==> config.mk <==
export PLATFORM = sky130hd
export DESIGN_NAME = sha_seq
export DESIGN_NICKNAME = d
export VERILOG_FILES = /design/src/rtl/sha_seq_pkg.sv /design/src/rtl/sha_seq_watchdog.sv /design/src/rtl/sha_seq.sv
export SDC_FILE = /design/constraint.sdc
export NUM_CORES = 1
export LEC_CHECK = 0
export BUFFER_PORTS_ARGS = -buffer_cell sky130_fd_sc_hd__clkbuf_2
export CAP_MARGIN = 25
export CORE_ASPECT_RATIO = 0.7
export CORE_MARGIN = 4
export CORE_UTILIZATION = 51
export DETAILED_ROUTE_END_ITERATION = 8
export GPL_ROUTABILITY_DRIVEN = 1
export HOLD_SLACK_MARGIN = 0.15
export PLACE_DENSITY = 0.84
export SYNTH_ARGS = -nofsm -noshare
export SYNTH_HDL_FRONTEND = slang
export SYNTH_SLANG_ARGS = --single-unit
==> constraint.sdc <==
create_clock -name clk -period 3.15 [get_ports clk]
set_clock_uncertainty 0.1 [all_clocks]
set_input_delay 0.1575 -clock clk [delete_from_list [all_inputs] [get_ports clk]]
set_output_delay 0.1575 -clock clk [all_outputs]
set_load 0.005 [all_outputs]
==> src/rtl/sha_seq_pkg.sv <==
// Shared definitions for the sha256 block sequencer: core register map, CTRL bits, FSM states.
// SHA_SEQ_MODE224_EN selects the 7-word SHA-224 digest count when mode224 is set.
package sha_seq_pkg;

    localparam logic [7:0] AddrCtrl   = 8'h08;
    localparam logic [7:0] AddrStatus = 8'h09;
    localparam logic [7:0] AddrBlock  = 8'h10;
    localparam logic [7:0] AddrDigest = 8'h20;

    localparam int unsigned CtrlInitBit    = 0;
    localparam int unsigned CtrlNextBit    = 1;
    localparam int unsigned CtrlModeBit    = 2;
    localparam int unsigned StatusReadyBit = 0;

    // Index of the final digest word (N-1) for each mode.
    localparam logic [2:0] DigestLast256 = 3'd7;
    localparam logic [2:0] DigestLast224 = 3'd6;

    typedef enum logic [2:0] {
        StIdle,
        StLoad,
        StCtrl,
        StSettle,
        StPoll,
        StDrd,
        StDout
    } state_e;

    typedef struct packed {
        logic        cs;
        logic        we;
        logic [7:0]  address;
        logic [31:0] write_data;
    } bus_t;

    localparam bus_t BusIdle = '0;

    function automatic bus_t bus_write(input logic [7:0] address, input logic [31:0] data);
        bus_t b;
        b.cs         = 1'b1;
        b.we         = 1'b1;
        b.address    = address;
        b.write_data = data;
        return b;
    endfunction

    function automatic bus_t bus_read(input logic [7:0] address);
        bus_t b;
        b.cs         = 1'b1;
        b.we         = 1'b0;
        b.address    = address;
        b.write_data = '0;
        return b;
    endfunction

endpackage

==> src/rtl/sha_seq_watchdog.sv <==
// Status-poll watchdog: counts unanswered polls and flags the POLL_TIMEOUT-th one.
module sha_seq_watchdog #(
    parameter int unsigned POLL_TIMEOUT = 255
) (
    input  logic clk,
    input  logic reset,
    input  logic clear,
    input  logic enable,
    output logic expired
);

    localparam int unsigned CntW = $clog2(POLL_TIMEOUT + 1);
    localparam logic [CntW-1:0] LastCnt = CntW'(POLL_TIMEOUT - 1);

    logic [CntW-1:0] cnt_q, cnt_d;

    // expired marks the poll currently being judged as the final allowed one.
    assign expired = (cnt_q == LastCnt);

    always_comb begin
        cnt_d = cnt_q;
        if (clear) begin
            cnt_d = '0;
        end else if (enable && !expired) begin
            cnt_d = cnt_q + CntW'(1);
        end
    end

    always_ff @(posedge clk) begin
        if (reset) begin
            cnt_q <= '0;
        end else begin
            cnt_q <= cnt_d;
        end
    end

endmodule

==> src/rtl/sha_seq.sv <==
// Streams 16-word blocks into the sha256 core, sequences init/next, polls status and returns
// the digest. Define SHA_SEQ_MODE224_EN to add the mode224 port (SHA-224, 7 digest words).
module sha_seq
    import sha_seq_pkg::*;
#(
    parameter int unsigned POLL_TIMEOUT = 255
) (
    input  logic        clk,
    input  logic        reset,
    input  logic        in_valid,
    output logic        in_ready,
    input  logic [31:0] in_data,
    input  logic        in_first,
    input  logic        in_last,
    output logic        dig_valid,
    input  logic        dig_ready,
    output logic [31:0] dig_data,
    output logic        dig_last,
    output logic        busy,
    output logic        err,
    output logic        sha_cs,
    output logic        sha_we,
    output logic [7:0]  sha_address,
    output logic [31:0] sha_write_data,
    input  logic [31:0] sha_read_data,
    input  logic        sha_error
`ifdef SHA_SEQ_MODE224_EN
   ,input  logic        mode224
`endif
);

    state_e      state_q, state_d;
    logic [3:0]  wcnt_q, wcnt_d;
    logic        settle_q, settle_d;
    logic [2:0]  dcnt_q, dcnt_d;
    logic        first_q, first_d;
    logic        last_q, last_d;
    logic        chain_open_q, chain_open_d;
    logic        err_q, err_d;
    logic [31:0] dig_q, dig_d;
    bus_t        bus_q, bus_d;
    logic        ready_en_q;

    logic        accept;
    logic        poll_seen;
    logic        poll_ready;
    logic        use_init;
    logic        mode_bit;
    logic [2:0]  dig_last_idx;
    logic [31:0] ctrl_word;
    logic        wd_clear, wd_enable, wd_expired;

`ifdef SHA_SEQ_MODE224_EN
    logic mode224_q, mode224_d;
    assign mode_bit     = !mode224_q;
    assign dig_last_idx = mode224_q ? DigestLast224 : DigestLast256;
`else
    assign mode_bit     = 1'b1;
    assign dig_last_idx = DigestLast256;
`endif

    // ready_en_q holds in_ready low through reset and for the first cycle after it.
    assign in_ready   = ready_en_q && ((state_q == StIdle) || (state_q == StLoad));
    assign accept     = in_valid && in_ready;
    assign poll_seen  = bus_q.cs && !bus_q.we && (bus_q.address == AddrStatus);
    assign poll_ready = poll_seen && sha_read_data[StatusReadyBit];
    assign use_init   = first_q || !chain_open_q;

    always_comb begin
        ctrl_word              = '0;
        ctrl_word[CtrlInitBit] = use_init;
        ctrl_word[CtrlNextBit] = !use_init;
        ctrl_word[CtrlModeBit] = mode_bit;
    end

    sha_seq_watchdog #(
        .POLL_TIMEOUT (POLL_TIMEOUT)
    ) u_watchdog (
        .clk     (clk),
        .reset   (reset),
        .clear   (wd_clear),
        .enable  (wd_enable),
        .expired (wd_expired)
    );

    always_comb begin
        state_d      = state_q;
        wcnt_d       = wcnt_q;
        settle_d     = settle_q;
        dcnt_d       = dcnt_q;
        first_d      = first_q;
        last_d       = last_q;
        chain_open_d = chain_open_q;
        err_d        = err_q | sha_error;
        dig_d        = dig_q;
        bus_d        = BusIdle;
        wd_clear     = 1'b1;
        wd_enable    = 1'b0;
`ifdef SHA_SEQ_MODE224_EN
        mode224_d    = mode224_q;
`endif

        unique case (state_q)
            StIdle, StLoad: begin
                if (accept) begin
                    bus_d  = bus_write(AddrBlock | {4'h0, wcnt_q}, in_data);
                    wcnt_d = wcnt_q + 4'd1;
                    if (wcnt_q == 4'd0) begin
                        first_d = in_first;
                        state_d = StLoad;
`ifdef SHA_SEQ_MODE224_EN
                        if (in_first || !chain_open_q) begin
                            mode224_d = mode224;
                        end
`endif
                    end
                    if (wcnt_q == 4'd15) begin
                        last_d  = in_last;
                        state_d = StCtrl;
                    end
                end
            end
            StCtrl: begin
                bus_d        = bus_write(AddrCtrl, ctrl_word);
                chain_open_d = 1'b1;
                settle_d     = 1'b0;
                state_d      = StSettle;
            end
            StSettle: begin
                settle_d = 1'b1;
                if (settle_q) begin
                    settle_d = 1'b0;
                    state_d  = StPoll;
                end
            end
            StPoll: begin
                wd_clear = 1'b0;
                bus_d    = bus_read(AddrStatus);
                if (poll_ready) begin
                    dcnt_d  = '0;
                    bus_d   = last_q ? bus_read(AddrDigest) : BusIdle;
                    state_d = last_q ? StDrd : StIdle;
                end else if (poll_seen) begin
                    if (wd_expired) begin
                        err_d        = 1'b1;
                        chain_open_d = 1'b0;
                        bus_d        = BusIdle;
                        state_d      = StIdle;
                    end else begin
                        wd_enable = 1'b1;
                    end
                end
            end
            StDrd: begin
                dig_d   = sha_read_data;
                state_d = StDout;
            end
            StDout: begin
                if (dig_ready) begin
                    if (dcnt_q == dig_last_idx) begin
                        chain_open_d = 1'b0;
                        state_d      = StIdle;
                    end else begin
                        dcnt_d  = dcnt_q + 3'd1;
                        bus_d   = bus_read(AddrDigest | {5'b0, dcnt_q + 3'd1});
                        state_d = StDrd;
                    end
                end
            end
            default: state_d = StIdle;
        endcase
    end

    always_ff @(posedge clk) begin
        if (reset) begin
            state_q      <= StIdle;
            wcnt_q       <= '0;
            settle_q     <= 1'b0;
            dcnt_q       <= '0;
            first_q      <= 1'b0;
            last_q       <= 1'b0;
            chain_open_q <= 1'b0;
            err_q        <= 1'b0;
            dig_q        <= '0;
            bus_q        <= BusIdle;
            ready_en_q   <= 1'b0;
`ifdef SHA_SEQ_MODE224_EN
            mode224_q    <= 1'b0;
`endif
        end else begin
            state_q      <= state_d;
            wcnt_q       <= wcnt_d;
            settle_q     <= settle_d;
            dcnt_q       <= dcnt_d;
            first_q      <= first_d;
            last_q       <= last_d;
            chain_open_q <= chain_open_d;
            err_q        <= err_d;
            dig_q        <= dig_d;
            bus_q        <= bus_d;
            ready_en_q   <= 1'b1;
`ifdef SHA_SEQ_MODE224_EN
            mode224_q    <= mode224_d;
`endif
        end
    end

    assign busy           = (state_q != StIdle);
    assign err            = err_q;
    assign dig_valid      = (state_q == StDout);
    assign dig_last       = dig_valid && (dcnt_q == dig_last_idx);
    assign dig_data       = dig_q;
    assign sha_cs         = bus_q.cs;
    assign sha_we         = bus_q.we;
    assign sha_address    = bus_q.address;
    assign sha_write_data = bus_q.write_data;

endmodule

== Yosys cells after proc, flatten, opt, wreduce, memory -nomap -nowiden ==
Index checks and enable logic that the tools add are counted.
Storage, ports and cells
  register bits: 98
  input port bits: 71
  output and inout port bits: 79
  logic and storage cells: 109
Operators by class
  add/sub/neg operators: 3
  equality and inequality tests: 22
  muxes and demuxes: 40
  bitwise logic cells: 2
  reduce and logical (&&, ||, !) cells: 27
Operators with widths (count)
  42-bit 2-to-1 mux: 7
  42-bit case mux with 4 select lines: 1
  3-bit 2-to-1 mux: 13
  3-bit case mux with 6 select lines: 1
  1-bit 2-to-1 mux: 15
  3-bit == test, second input constant: 4
  2-bit != test, second input constant: 6
  6-bit AND reduction: 2
  8-bit by 1-bit adder with 8-bit output, second input constant: 1
  8-bit by 4-bit == test with 1-bit output, second input constant: 1
  8-bit == test, second input constant: 1
  1-bit logical AND: 7
  3-bit by 2-bit == test with 1-bit output, second input constant: 2
  2-bit by 1-bit != test with 1-bit output, second input constant: 3
  3-bit != test, second input constant: 2
  3-bit case mux with 2 select lines: 1
  3-bit AND reduction: 2
  3-bit nonzero test: 2
  4-bit by 1-bit adder with 4-bit output, second input constant: 1
  4-bit == test, second input constant: 1
  1-bit zero test: 4
  4-bit zero test: 1
  4-bit AND reduction: 1
  2-bit nonzero test: 2
  other kinds (11): 13

== Logic depth before layout (Yosys ltp) ==
Gate-level depths: netlist of the first run.
  depth after elaboration: 7
  depth in mapped cells: 7
  mapped depth without buffers: 7

== Cells and area by module ==
A second synthesis of the first run with hierarchy kept.
Second synthesis, totals
  cells, all modules: 415
  area, all modules: 3718.6 µm²
By module, submodules not included
  sha_seq: instances 1, cells each 364, area each 3275.6 µm²
  sha_seq_watchdog: instances 1, cells each 51, area each 442.9 µm²

== Worst setup path before layout of the first run ==
Ideal clock, no wire load.
  path type: flip-flop to flip-flop
  start: register bus_q (netlist bit sha_address[2])
  end: register state_q[2]
  library setup time: 0.119 ns
  data arrival time: 1.445 ns
  required time: 2.931 ns
  setup slack: 1.487 ns
  cell stages (with the launch flop): 6
  buffers on the path: 0
  clock period less this slack: 1.663 ns
  path through: dfxtp_1 nor4b_4 nand2_1 a22oi_2 nand2_1 o221a_1
On the way
  word-level cells in the longest chain between the ends: 5
  elaborated cells on any way between the ends: 8
RTL lines
  from (decl): RTL line sha_seq.sv:41  | bus_t bus_q, bus_d;
  from (signal assigned): RTL line sha_seq.sv:185  | bus_q <= BusIdle;
  from (signal assigned): RTL line sha_seq.sv:200  | bus_q <= bus_d;
  8-bit by 4-bit == test with 1-bit output (*): RTL line sha_seq.sv:65  | assign poll_seen = bus_q.cs && !bus_q.we && (bus_q.address == AddrStatus);
  1-bit logical AND (*): RTL line sha_seq.sv:65
  1-bit logical AND: RTL line sha_seq.sv:66  | assign poll_ready = poll_seen && sha_read_data[StatusReadyBit];
  3-bit by 2-bit != test with 1-bit output (no source line), or another cell as far along
  6-bit AND reduction (no source line) or 3-bit case mux with 6 select lines (tied branches)
  to (signal assigned): RTL line sha_seq.sv:176  | state_q <= StIdle;
  to (signal assigned): RTL line sha_seq.sv:191  | state_q <= state_d;
  to (decl): RTL line sha_seq.sv:32  | state_e state_q, state_d;
Every way passes the cells marked *; elsewhere a longest branch is shown, timed or not.
A chain may end at the register's enable or synchronous reset.

== Worst setup path in the final report of the first run ==
  start: register state_q[2]
  end: register state_q[2]
On the way
  word-level cells in the longest chain between the ends: 6
  elaborated cells on any way between the ends: 19
RTL lines
  3-bit by 1-bit == test with 1-bit output or 3-bit zero test (tied branches): RTL line sha_seq.sv:63, sha_seq.sv:103
  1-bit logical OR: RTL line sha_seq.sv:63  | assign in_ready = ready_en_q && ((state_q == StIdle) || (state_q == StLoad));
  1-bit logical AND: RTL line sha_seq.sv:63
  1-bit logical AND: RTL line sha_seq.sv:64  | assign accept = in_valid && in_ready;
  2-bit != test (no source line)
  6-bit AND reduction (no source line)
Parallel ways exist; a longest one is shown, timed or not.

==> flow_summary.json, run 1 <==
{
  "grt_usage": 0.254,
  "nFillCells": 470,
  "cap_violations": 0,
  "drc_errors": 0,
  "tightestPinTransition_ps": 701,
  "root_buffer": "clkbuf_8",
  "start_kind": "flop",
  "grt_setup_unrepaired": "false",
  "vias": 3728,
  "netlist_instances": 406,
  "grt_pass1_vias": 3629,
  "synth_area_per_cell_um2": 9.05,
  "yosysSeqAreaShare": 0.523,
  "peakVddDrop_mv": 0.299,
  "start_util": 0.534,
  "worstReg2RegEnd": "state_q[2]",
  "synth_most_common_cell": "dfxtp_1",
  "gp_congestion": 0.898,
  "clkTransAtPathRegs_ps": 90,
  "worstSetupPathType": "reg2reg",
  "status": "finished clean",
  "clock_latency_ps": 350,
  "drive_gt1_frac": 0.300,
  "grt_pass1_wl_um": 17500,
  "placedCellCount": 626,
  "fmax_mhz": 396,
  "critPathBufInv": 0,
  "worstPathMaxFanout": 42,
  "wire_per_inst_um": 15.5,
  "instances_no_fill": 711,
  "async_flop_share": 0,
  "hp-start": "dig_data[25]",
  "synthTopCellsByArea": "dfxtp_1, nand2_1, a21oi_1",
  "dieArea_um2": 8650,
  "dieWidth_um": 109,
  "dp_hpwl_um": 6670,
  "clock-sinks": 96,
  "end_kind": "flop",
  "holdPathEnd": "dig_data[25]",
  "yosys.cell_types.count": 48,
  "yosysTopAreaCellShare": 0.523,
  "grt_most_used_layer": "met2",
  "synthTopCellsByCount": "dfxtp_1, nand2_1, a21oi_1",
  "leakagePower_nw": 2.39,
  "grt_start_max_net_pins": 49,
  "post_cts_resized": 0,
  "placed_area_um2": 4450,
  "drtIter0Drc": 192,
  "hold_viol": 0,
  "hp-class": "reg2reg",
  "hold_depth": 2,
  "port_buffers": 147,
  "slowest_delay_ps": 880,
  "synth_warnings": 0,
  "fin_crit_ps": 2520,
  "postCtsSetupBuffers": 0,
  "finalWirelength_um": 11000,
  "slew_headroom": 0.533,
  "via_per_inst": 5.24,
  "drv_slew": 0,
  "use_met3": 0.0755,
  "rows": 25,
  "io_pins": 150,
  "ctsHtreeMaxLevel": 3,
  "path_cells": "and4bb_2 > o21ai_0 > a21oi_1 > nand2_1 > o221a_1",
  "antenna_cells": 0,
  "crit_arrival_ps": 2670,
  "ys.flop_type": "dfxtp_1",
  "core_um2": 6880,
  "grt_overflow": 0,
  "grtUsageMet1": 0.307,
  "critical_path.slowest_cell": "and4bb_2",
  "setup_tns_ps": 0,
  "powerDensity_nw_per_um2": 405,
  "cts.path.max_buffers": 2,
  "critPathRequiredTime_ps": 3290,
  "die_y_um": 79.0,
  "fin_area_um2": 5320,
  "fin_nets": 691,
  "crit_family": "simple AND/OR/NAND/NOR gates",
  "hold_buffers": 71,
  "regToRegSetupSlack_ps": 630,
  "r2r_start": "state_q[2]",
  "fin_ws_ps": 625,
  "area_growth_pct": 44.9,
  "antenna_found_initial": 0,
  "post-route-period-util": 0.801,
  "syn_area_um2": 3670,
  "pre_cts_slack_ps": 688,
  "final-setup-viol-count": 0,
  "use_met2": 0.441,
  "cts_tree": "done",
  "ff2ff_path_depth": 5,
  "ys_seq_elements": 96,
  "yosysTopAreaCell": "dfxtp_1",
  "drt_pass1_iterations": 5,
  "cts_made_buffers": 9,
  "synth_edf_count": 0,
  "detail-route-antenna-nets": 0
}
[worst min-delay path: cells and delay by family (launching register included)]
| kind | cells | cell delay (ps) |
|---|---|---|
| compound gates | 1 | 50 |
| flops | 1 | 320 |
| simple gates | 1 | 50 |
[placed cells by master (no fill, tap or decap), types with 4 or more instances in the layout]
cell type,synthesis,layout
nor3_2,4,4
nand4_1,4,4
o21ai_0,5,5
ha_1,6,6
nor2_1,25,25
and3_1,33,33
clkbuf_8,0,9
xnor2_1,8,8
a21oi_1,49,49
nand3_1,9,9
nand2_1,86,86
dlygate4sd3_1,0,71
dfxtp_1,96,96
inv_1,6,6
buf_4,5,5
clkbuf_2,0,147
[report_power, final]
| group | internal, mW | switching (mW) |
|---|---|---|
| logic | 0.116 | 0.0790 |
| clock network | 0.288 | 0.431 |
| registers | 1.23 | 0.0129 |
[cells by family (layout without fill, tap and decap cells)]
kind of cell / after synthesis / in the layout / share of synthesized area
adders and majority gates: 6 / 6 / 0.0204
AOI/OAI and AO/OA: 71 / 71 / 0.114
xor gates and xnor gates: 10 / 10 / 0.0238
DFF: 96 / 96 / 0.523
other: 1 / 2 / 0.00102
buffers and inverters: 34 / 244 / 0.0422
and+or+nand+nor: 188 / 188 / 0.276
[state kept, by name, indices dropped and copies added (netlist names)]
| signal | cells |
|---|---|
| chain_open_q | 1 |
| dcnt_q | 3 |
| dig_data | 32 |
| err | 1 |
| first_q | 1 |
| last_q | 1 |
| ready_en_q | 1 |
| settle_q | 1 |
| sha_address | 6 |
| sha_cs | 1 |
| sha_we | 1 |
| sha_write_data | 32 |
| state_q | 3 |
| u_watchdog.cnt_q | 8 |
| wcnt_q | 4 |
[final cells by class]
cell class                 instances  area, um2  share of cell area
tap                               94        118              0.0221
sequential                        96       1920               0.361
clock buffer                       9        124              0.0233
clock inverter                     5       43.8             0.00823
inverter                           7       26.3             0.00494
multi-input combinational        277       1610               0.302
timing repair buffer             223       1480               0.279
[how the worst max path moves through the flow]
stage | start | slack, ps | to | depth (start not counted)
2_1_floorplan | sha_address[2] | 1490 | state_q[2] | 5
3_3_place_gp | state_q[2] | 890 | state_q[2] | 5
3_5_place_dp | state_q[2] | 690 | state_q[2] | 5
4_1_cts | state_q[2] | 680 | state_q[2] | 5
5_1_grt | state_q[2] | 470 | state_q[2] | 5
6_report | state_q[2] | 630 | state_q[2] | 5
[per-stage QoR]
step                power [mW]  utilization  hold slack, ps
floorplan                 1.32            -             166
global placement          1.39        0.646             280
detailed placement        1.39        0.646             270
CTS                       2.16        0.774             361
global route              2.24        0.774             374
finish                    2.16        0.774             358
[per-layer routing]
layer	up-vias	part of all wire
li1	1790	-
met1	1702	0.41
met2	218	0.47
met3	18	0.11
met4	0	0.012
met5	-	0
(Power assumes the default switching activity.)
==> run 2: changes to the inputs <==
CORE_UTILIZATION = 43   (was 51)
PLACE_DENSITY = 0.75   (was 0.84)
clock period = 2.1 ns   (was 3.15 ns; I/O delays follow)
==> run 2 against run 1 <==
Net effect:
- utilization is 9.0 points lower
- register-to-register slack got worse by 460 ps
- via count is 2.7% lower
- die area grew 17%
- clock power increased by 120%
- flip-flop and latch count stayed put
- routed wire length about the same
- cell area rose by 3.7%
- combinational power rose by 52%
- first-iteration DRC count increased by 40%
- critical path type unchanged
- power rose by 74%
==> flow_summary.json, run 2 (synthesized netlist as in run 1, its figures left out) <==
{
  "grt_pass1_vias": 3659,
  "crit_arrival_ps": 2060,
  "hold_depth": 2,
  "dieArea_um2": 10100,
  "use_met2": 0.370,
  "r2r_start": "state_q[0]",
  "path_cells": "nor4bb_1 > a31o_2 > a21oi_1 > and3_1 > o221a_1",
  "die_y_um": 85.3,
  "dieWidth_um": 118,
  "vias": 3629,
  "multi_input_area_um2": 1610,
  "root_buffer": "clkbuf_16",
  "layout_common_cells": "clkbuf_2, dfxtp_1, nand2_1, dlygate4sd3_1, a21oi_1",
  "critPathBufInv": 0,
  "setup_tns_ps": 0,
  "end_kind": "flop",
  "fmax_mhz": 517,
  "cap_violations": 0,
  "hp-class": "reg2reg",
  "regToRegSetupSlack_ps": 170,
  "post-route-period-util": 0.921,
  "core_um2": 8070,
  "port_buffers": 147,
  "grtUsageMet1": 0.268,
  "status": "finished clean",
  "holdPathEnd": "dig_data[5]",
  "use_met3": 0.0720,
  "hp-start": "dig_data[5]",
  "slew_headroom": 0.664,
  "drv_slew": 0,
  "critPathRequiredTime_ps": 2230,
  "grt_usage": 0.221,
  "grt_most_used_layer": "met2",
  "powerDensity_nw_per_um2": 681,
  "finalWirelength_um": 11000,
  "tightestPinTransition_ps": 504,
  "wire_per_inst_um": 15.2,
  "start_util": 0.455,
  "ctsHtreeMaxLevel": 3,
  "postCtsSetupBuffers": 0,
  "layout_commonest_cell": "clkbuf_2",
  "start_kind": "flop",
  "dp_hpwl_um": 7010,
  "grt_overflow": 0,
  "antenna_cells": 0,
  "slowest_delay_ps": 640,
  "fin_util": 0.684,
  "cp-startpoint": "state_q[0]",
  "grt_start_max_net_pins": 42,
  "leakagePower_nw": 2.48,
  "worstSetupPathType": "reg2reg",
  "antenna_found_initial": 0,
  "hold_slack_ps": 358,
  "grt_pass1_wl_um": 18000,
  "final-setup-viol-count": 0,
  "cts_made_buffers": 9,
  "drtIter0Drc": 268,
  "cts.path.max_buffers": 2,
  "grt_setup_unrepaired": "false",
  "drt_pass1_iterations": 6,
  "drc_errors": 0,
  "critical_path.slowest_cell": "dfxtp_1",
  "clock-sinks": 96,
  "peakVddDrop_mv": 0.429,
  "cts_tree": "done",
  "seq_area_um2": 1920,
  "io_pins": 150,
  "p_total_mw": 3.76,
  "area_growth_pct": 50.3,
  "detail-route-antenna-nets": 0,
  "gp_congestion": 0.926,
  "nFillCells": 604,
  "rows": 27,
  "worstPathMaxFanout": 11,
  "fin_nets": 696,
  "hold_viol": 0,
  "worstReg2RegEnd": "state_q[2]",
  "clock_latency_ps": 340,
  "ff2ff_path_depth": 5,
  "via_per_inst": 5.01,
  "crit_family": "simple AND/OR/NAND/NOR gates",
  "fin_crit_ps": 1930,
  "clkTransAtPathRegs_ps": 70,
  "drive_gt1_frac": 0.314
}
## run 2: worst max-delay path by stage
stage	to	cells after the start
6_report	state_q[2]	5
3_3_place_gp	state_q[2]	5
4_1_cts	dig_valid	4
2_1_floorplan	state_q[2]	5
5_1_grt	state_q[2]	5
3_5_place_dp	u_watchdog.cnt_q[5]	5
## run 2: repair_timing
item	in CTS	in global routing
resized for setup	0	2
hold buffers	70	0
endpoints found under the setup margin	0	8
hold endpoints to repair	83	0
## run 2: worst min-delay path: stages (launching register included)
cell	delay, ps
dfxtp_1	310
nand2_1	50
a21oi_1	50
## run 2: where the power goes
group	switching [mW]	leakage, nW	internal (mW)	total (mW)
Clock	0.735	0.148	0.866	1.60
Combinational	0.120	1.56	0.176	0.296
Sequential	0.0174	0.778	1.85	1.86
## run 2: routing by layer
metal  vias up  part of all wire
met4         0             0.020
li1       1807                 -
met1      1640              0.43
met5         -                 0
met3        21             0.086
met2       161              0.46
## run 2: final cells by class
type	count	area share
clock buffers	10	0.0433
clock inverters	6	0.0113
inverters	7	0.00476
multi-input cells	277	0.292
flip-flops and latches	96	0.349
well taps	101	0.0229
repair buffers	228	0.277
## run 2: stage by stage
| step | cells | setup slack, ps | cell area, um2 |
|---|---|---|---|
| finish | 725 | 166 | 5520 |
| global route | 725 | 23.2 | 5520 |
| CTS | 725 | 23.3 | 5520 |
| detailed placement | 639 | 134 | 4520 |
| global placement | 639 | 239 | 4520 |
| floorplan | 407 | 437 | 3680 |
==> run 3: changes to the inputs <==
BUFFER_PORTS_ARGS = -buffer_cell sky130_fd_sc_hd__buf_2   (was -buffer_cell sky130_fd_sc_hd__clkbuf_2)
==> run 3 against run 2 <==
Net effect:
- combinational power rose by 2%
- global-route usage up 0.73 points
- first-iteration DRC count rose by 34%
- via count increased by 4.4%
- worst setup slack got worse by 37 ps
- highest routed layer unchanged
- clock power about the same
- largest power group unchanged
- power is 0.33% higher
- cell count rose by 0.55%
- critical path type unchanged
- critical endpoint is now first_q
==> flow_summary.json, run 3 (synthesized netlist as in run 1, its figures left out) <==
{
  "status": "finished clean",
  "antenna_found_initial": 0,
  "worstReg2RegEnd": "first_q",
  "hold_depth": 2,
  "cts.path.max_buffers": 2,
  "root_buffer": "clkbuf_16",
  "drv_slew": 0,
  "critical_path.slowest_cell": "dlygate4sd3_1",
  "fin_nets": 700,
  "clkTransAtPathRegs_ps": 70,
  "path_cells": "and4bb_2 > buf_6 > nand2_1 > nand2_1 > a21oi_1 > dlygate4sd3_1",
  "regToRegSetupSlack_ps": 130,
  "end_kind": "flop",
  "worstSetupPathType": "reg2reg",
  "port_buffers": 147,
  "drtIter0Drc": 358,
  "antenna_cells": 0,
  "clock-sinks": 96,
  "pre_cts_slack_ps": 204,
  "detail-route-antenna-nets": 0,
  "grt_setup_unrepaired": "false",
  "grt_usage": 0.228,
  "ff2ff_path_depth": 6,
  "start_util": 0.455,
  "postCtsSetupBuffers": 0,
  "leakagePower_nw": 2.55,
  "wire_per_inst_um": 15.9,
  "io_pins": 150,
  "setup_tns_ps": 0,
  "cap_violations": 0,
  "powerDensity_nw_per_um2": 679,
  "fin_crit_ps": 1970,
  "cp_common_cell": "nand2_1",
  "grt_start_max_net_pins": 36,
  "finalWirelength_um": 11600,
  "critPathRequiredTime_ps": 2230,
  "via_per_inst": 5.20,
  "grt_pass1_wl_um": 18600,
  "core_um2": 8070,
  "cp-endpoint": "first_q",
  "area_growth_pct": 51.2,
  "hp-class": "reg2reg",
  "nFillCells": 604,
  "dp_hpwl_um": 7420,
  "crit_arrival_ps": 2100,
  "cp-startpoint": "state_q[2]",
  "tightestPinTransition_ps": 502,
  "rows": 27,
  "r2r_start": "state_q[2]",
  "dieWidth_um": 118,
  "cts_tree": "done",
  "cts_made_buffers": 9,
  "die_y_um": 85.3,
  "ctsHtreeMaxLevel": 3,
  "post-route-period-util": 0.938,
  "multi_input_area_um2": 1610,
  "gp_congestion": 0.928,
  "drive_gt1_frac": 0.317,
  "final-setup-viol-count": 0,
  "start_kind": "flop",
  "vias": 3788,
  "grt_pass1_vias": 3798,
  "grt_overflow": 0,
  "dieArea_um2": 10100,
  "slowest_delay_ps": 560,
  "seq_area_um2": 1920,
  "fmax_mhz": 508,
  "drt_pass1_iterations": 5,
  "slew_headroom": 0.665,
  "fin_ws_ps": 130,
  "clock_latency_ps": 340,
  "worstPathMaxFanout": 28,
  "peakVddDrop_mv": 0.450,
  "layout_commonest_cell": "buf_2",
  "layout_common_cells": "buf_2, dfxtp_1, nand2_1, dlygate4sd3_1, a21oi_1",
  "hold_viol": 0,
  "drc_errors": 0
}
run 3: cell types whose count changed in the layout (fill, tap and decap cells not counted), sizes merged:
| cell | previous run | this run |
|---|---|---|
| clkinvlp | 0 | 1 |
| dlygate4sd3 | 70 | 71 |
| clkbuf | 157 | 10 |
| clkinv | 3 | 2 |
| buf | 11 | 161 |
run 3: final cells by class:
type / instances / share of cell area
sequential: 96 / 0.346
timing repair buffer: 232 / 0.282
inverter: 7 / 0.00473
multi-input combinational: 277 / 0.290
clock buffer: 10 / 0.0430
clock inverter: 6 / 0.0110
tap: 101 / 0.0227
run 3: what timing repair did:
| action | 4_1_cts | 5_1_grt |
|---|---|---|
| endpoints found under the setup margin | 0 | 1 |
| gates resized for setup | 0 | 3 |
| hold buffers | 71 | 0 |
| hold endpoints to repair | 84 | 0 |
run 3: critical path, delay by kind of cell (launching register included):
| kind | cells | cell delay (ps) |
|---|---|---|
| AOI/OAI and AO/OA | 1 | 60 |
| buffers and inverters | 2 | 770 |
| DFF | 1 | 400 |
| and+or+nand+nor | 3 | 530 |
run 3: where the power goes:
group	switching (mW)	internal, mW	total [mW]
Combinational	0.121	0.180	0.301
Clock	0.745	0.864	1.61
Sequential	0.0165	1.85	1.86
run 3: routing by layer:
| metal | track usage | vias to the layer above | wire length, um |
|---|---|---|---|
| met2 | 0.398 | 182 | 5640 |
| li1 | - | 1813 | - |
| met3 | 0.0680 | 20 | 958 |
| met1 | 0.273 | 1773 | 4770 |
| met4 | 0.0715 | 0 | 204 |
| met5 | 0 | - | 0 |
run 3: worst min path at each step:
stage               slack, ps    startpoint            endpoint
detailed placement        230   in_data[23]  sha_write_data[23]
global placement          230   in_data[29]  sha_write_data[29]
floorplan                 110    in_data[0]   sha_write_data[0]
CTS                       350  dig_data[31]        dig_data[31]
global route              370  dig_data[16]        dig_data[16]
finish                    350  dig_data[16]        dig_data[16]
run 3: through the flow:
step           area [um2]  utilization  hold slack (ps)  power, mW  cells
6_report             5560        0.688              352       3.77    729
5_1_grt              5560        0.688              367       3.91    729
2_1_floorplan        3680            -              114       1.98    407
4_1_cts              5550        0.687              353       3.79    729
3_5_place_dp         4540        0.562              233       2.09    642
3_3_place_gp         4540        0.562              227       2.09    642
